===== src/rtl/csr_access_master.sv =====
// CSR bus initiator: one host access at a time, spread over decode / execute / collect, OR-combined response.
// Latency: accept edge -> ADDR, EXEC, COLLECT, then RESP (1 access per 5 cycles min); response held until resp_ready, req_ready only in IDLE.
module csr_access_master #(
  parameter int          NSLV      = 4,
  parameter logic [11:0] IDLE_ADDR = 12'h000
) (
  input  logic              clk,
  input  logic              rst,
  input  logic              req_valid,
  output logic              req_ready,
  input  logic [11:0]       req_addr,
  input  logic              req_read,
  input  logic [2:0]        req_modify,
  input  logic [31:0]       req_wdata,
  output logic              resp_valid,
  input  logic              resp_ready,
  output logic [31:0]       resp_rdata,
  output logic [1:0]        resp_err,
  output logic [11:0]       csr_addr,
  output logic              csr_read,
  output logic [2:0]        csr_modify,
  output logic [31:0]       csr_wdata,
  input  logic [NSLV-1:0]   csr_valid,
  input  logic [32*NSLV-1:0] csr_rdata
);

  typedef enum logic [2:0] {
    S_IDLE    = 3'd0,
    S_ADDR    = 3'd1,
    S_EXEC    = 3'd2,
    S_COLLECT = 3'd3,
    S_RESP    = 3'd4
  } state_t;

  state_t state, state_nxt;

  logic [11:0] lat_addr;
  logic        lat_read;
  logic [2:0]  lat_mod;
  logic [31:0] lat_wdata;
  logic        lat_ro;

  logic        req_is_wr;
  logic        req_ro;
  logic [2:0]  req_eff_mod;

  logic        hit_any;
  logic        hit_multi;
  logic [31:0] col_rdata;
  logic [1:0]  col_err;
  logic [31:0] col_rdata_ret;

  always_ff @(posedge clk or posedge rst) begin
    if (rst) state <= S_IDLE;
    else     state <= state_nxt;
  end

  always_comb begin
    state_nxt = state;
    case (state)
      S_IDLE:    if (req_valid) state_nxt = S_ADDR;
      S_ADDR:    state_nxt = S_EXEC;
      S_EXEC:    state_nxt = S_COLLECT;
      S_COLLECT: state_nxt = S_RESP;
      S_RESP:    if (resp_ready) state_nxt = S_IDLE;
      default:   state_nxt = S_IDLE;
    endcase
  end

  // Writes into the 2'b11 address quadrant are suppressed on the bus but still read back.
  always_comb begin
    req_is_wr   = (req_modify == 3'b001) || (req_modify == 3'b010) || (req_modify == 3'b011);
    req_ro      = req_is_wr && (req_addr[11:10] == 2'b11);
    req_eff_mod = (req_is_wr && !req_ro) ? req_modify : 3'b000;
  end

  always_ff @(posedge clk or posedge rst) begin
    if (rst) begin
      lat_addr  <= 12'h000;
      lat_read  <= 1'b0;
      lat_mod   <= 3'b000;
      lat_wdata <= 32'h0;
      lat_ro    <= 1'b0;
    end else if (state == S_IDLE && req_valid) begin
      lat_addr  <= req_addr;
      lat_read  <= req_read;
      lat_mod   <= req_eff_mod;
      lat_wdata <= req_wdata;
      lat_ro    <= req_ro;
    end
  end

  always_comb begin
    hit_any   = 1'b0;
    hit_multi = 1'b0;
    col_rdata = 32'h0;
    for (int i = 0; i < NSLV; i++) begin
      hit_multi = hit_multi | (hit_any & csr_valid[i]);
      hit_any   = hit_any | csr_valid[i];
      col_rdata = col_rdata | csr_rdata[32*i +: 32];
    end
    col_rdata_ret = (hit_any && !hit_multi) ? col_rdata : 32'h0;
    if (lat_ro)         col_err = 2'b11;
    else if (hit_multi) col_err = 2'b10;
    else if (!hit_any)  col_err = 2'b01;
    else                col_err = 2'b00;
  end

  always_ff @(posedge clk or posedge rst) begin
    if (rst) begin
      resp_rdata <= 32'h0;
      resp_err   <= 2'b00;
    end else if (state == S_COLLECT) begin
      resp_rdata <= col_rdata_ret;
      resp_err   <= col_err;
    end
  end

  always_comb begin
    req_ready  = 1'b0;
    resp_valid = 1'b0;
    csr_addr   = IDLE_ADDR;
    csr_read   = 1'b0;
    csr_modify = 3'b000;
    csr_wdata  = 32'h0;
    case (state)
      S_IDLE: req_ready = 1'b1;
      S_ADDR: csr_addr = lat_addr;
      S_EXEC: begin
        csr_read   = lat_read;
        csr_modify = lat_mod;
        csr_wdata  = lat_wdata;
      end
      S_RESP: resp_valid = 1'b1;
      default: ;
    endcase
  end

endmodule


===== config.mk =====
export PLATFORM = sky130hd
export DESIGN_NAME = csr_access_master
export DESIGN_NICKNAME = d
export VERILOG_FILES = /design/src/rtl/csr_access_master.sv
export SDC_FILE = /design/constraint.sdc
export NUM_CORES = 1
export LEC_CHECK = 0
export ABC_AREA = 1
export BUFFER_PORTS_ARGS = -buffer_cell sky130_fd_sc_hd__buf_2
export CORE_AREA = 2 2 104 106
export CTS_CLUSTER_DIAMETER = 40
export DETAILED_ROUTE_END_ITERATION = 10
export DIE_AREA = 0 0 106 108
export GPL_ROUTABILITY_DRIVEN = 0
export PLACE_DENSITY = 0.79
export SLEW_MARGIN = 30
export SYNTH_ARGS = -nofsm -noshare
export SYNTH_HDL_FRONTEND = slang
export SYNTH_SLANG_ARGS = --single-unit

===== constraint.sdc =====
create_clock -name clk -period 2.9 [get_ports clk]
set_clock_uncertainty 0.05 [all_clocks]
set_input_delay 0.29 -clock clk [delete_from_list [all_inputs] [get_ports clk]]
set_output_delay 0.29 -clock clk [all_outputs]
set_load 0.05 [all_outputs]

==> run metrics <==
Worst Setup EP=csr_wdata[15]; post-synth top area cell=dfrtp_1; number of global-route vias before repair=4049; placed cell areas=5710 µm²; Synth Instances=604; CP max FO=29; Reg2Reg Depth=6; reg2reg setup slack=1.15 ns; Inserted Clock Buffers=9; CTS resizes=0; Sink Count=86; RR Startpoint=state[1]; Startpoint Class=register; Top delay family on crit path=buffers and inverters; Power Dens Cells=1090 nW/µm²; fin crit share=0.769; LEAKAGE=0.00366 µW; DRC=0; CP startpoint=state[0]; initial drt markers=214; Die ar.=11400 µm²; clk_lat worst skew=0.35 ns; synth top area cells=dfrtp_1, nand2_1, nor2_1, inv_1, o21ai_1; IO Count=268; wire length per cell=11.6 µm; crit path kind=register to output port; max-slew violations=0; Highest Clock Rate=0.448 GHz; CTS tree=yes; syn nets=788; Worst EP required=2.56 ns; CP max-delay cell=dfrtp_1; Setup TNS=0 ns; clock root cell=clkbuf_8; H-tree Lvls=3; core box area=10200 µm²; count of different cell masters after synthesis=19; sequential share of the synthesized area=0.498; post-route antenna net violation count=0; Layout Nets=1047; ANT cells=0; global-route usage over all layers=0.206; clock slew at reported path FFs=0.10 ns; Synth warnings=0; chip height=108 µm; final setup violation count=0; Port Buffers=267; largest incremental delay on the critical path=0.45 ns; slew margin rel.=0.555; reg-to-reg endpoint=resp_rdata[31]; Buf/Inv on CP=2; final worst path period need=2.23 ns; crit end category=output port; Mean Syn Cell Area=7.16 µm²; Tightest Hold Check Type=input port to register; Initial Util=0.423; placement row count=37; Synth top area share=0.498; status=finished clean; pin count of the biggest net entering global routing=59; CP Depth=5; Peak VDD IR=0.472 mV; via count=4367; initial antenna violation count=0; DRT Wirelength=11700 µm; maxcap violations=0; final hold violation count=0; Max Root-Sink Buffers=2; RSZ-0062 raised after global routing=false; post-route cell area=5910 µm²; Post-DP HPWL=8790 µm; Cell Area, Synth=4330 µm²; synth-to-layout area growth=36.6%; die width=106 µm; First-pass DRT Iterations=4; FF+latch count, synth=86; layout cells sized above 1=0.344; global route overflow=0; hold_ws=0.0847 ns; Worst Max-Slew Pin Slew=0.667 ns; Via density=4.35; critical-path cell list=nor2_2 -> nand2_1 -> buf_4 -> nor2_1 -> buf_2; Worst Path Arrival=1.89 ns; first-pass GRT wire length=18900 µm
## registers in the layout, indices dropped and copies added (netlist names)
signal      cells
lat_ro          1
lat_mod         3
resp_rdata     32
state           3
resp_err        2
lat_addr       12
lat_wdata      32
lat_read        1
## synth_stat cells
master    count
o21ai_0       2
o211ai_1      1
nand3_1      36
dfrtp_1      86
inv_2         3
buf_2         7
buf_6         9
buf_4         3
or2_2         1
clkbuf_1      7
nor2_2        3
inv_4         1
o21ai_1      47
nor3_1        1
nand2_1     187
nand3_4       1
inv_1        91
a21oi_1       3
nor2_1      115
## logic make-up (layout without fill, tap and decap cells)
family	Yosys count	after routing	share of synthesized area
compound gates	53	53	0.0619
flops	86	86	0.498
buf+inv	121	385	0.126
simple gates	344	344	0.315
## through the flow
| stage | instances | setup WS, ns | util | power [µW] |
|---|---|---|---|---|
| global route | 1004 | 0.540 | 0.577 | 6930 |
| CTS | 1004 | 0.641 | 0.577 | 6530 |
| detailed placement | 987 | 1.04 | 0.558 | 5700 |
| floorplan | 604 | 0.338 | - | 4890 |
| global placement | 987 | 1.15 | 0.558 | 5630 |
| finish | 1004 | 0.670 | 0.577 | 6470 |
## power breakdown
part	switching, µW	internal, µW
Combinational	2790	859
Sequential	230	1780
Clock	478	335
Total	3500	2970
## cells in the final DEF (no fill, tap or decap), drive strengths merged
cell type,synthesis,layout
o21ai,49,49
inv,95,100
dlygate4sd3,0,1
buf,19,273
nand3,37,37
nand2,187,187
clkinv,0,2
dfrtp,86,86
o211ai,1,1
clkbuf,7,9
or2,1,1
a21oi,3,3
nor2,118,118
nor3,1,1
## metal layers
metal  wire length, µm  track usage  up-vias  part of all wire
li1                  -            -     2317                 -
met1              4920        0.257     1857              0.42
met2              5650        0.359      176              0.48
met3               855       0.0452       17             0.073
met4               247       0.0658        0             0.021
met5                 0            0        -                 0
## worst min-delay path, cell delays in order
cell and delay [ns]:
buf_2 0.07, nand2_1 0.04, o21ai_1 0.05
## cell type report
class	instances	area [µm²]
flip-flops and latches	86	2150
well taps	136	170
inverters	95	360
clock inverters	7	62.6
fillers	1057	4320
repair buffers	274	1400
multi-input cells	397	1630
clock buffers	9	124
## timing repair
item,4_1_cts,5_1_grt
setup buffers,0,0
endpoints found under the setup margin,0,0
hold buffers,1,0
hold endpoints to repair,36,0
## how the worst min path moves through the flow
stage,start,to,slack (ns),cells after the start
floorplan,req_addr[0],lat_addr[0],0.36,2
global placement,rst,resp_rdata[0],0.35,2
detailed placement,rst,resp_rdata[0],0.36,2
CTS,req_addr[1],lat_addr[1],0.08,3
global route,req_addr[7],lat_addr[7],0.08,3
finish,req_addr[1],lat_addr[1],0.08,3
(Power assumes the default switching activity.)
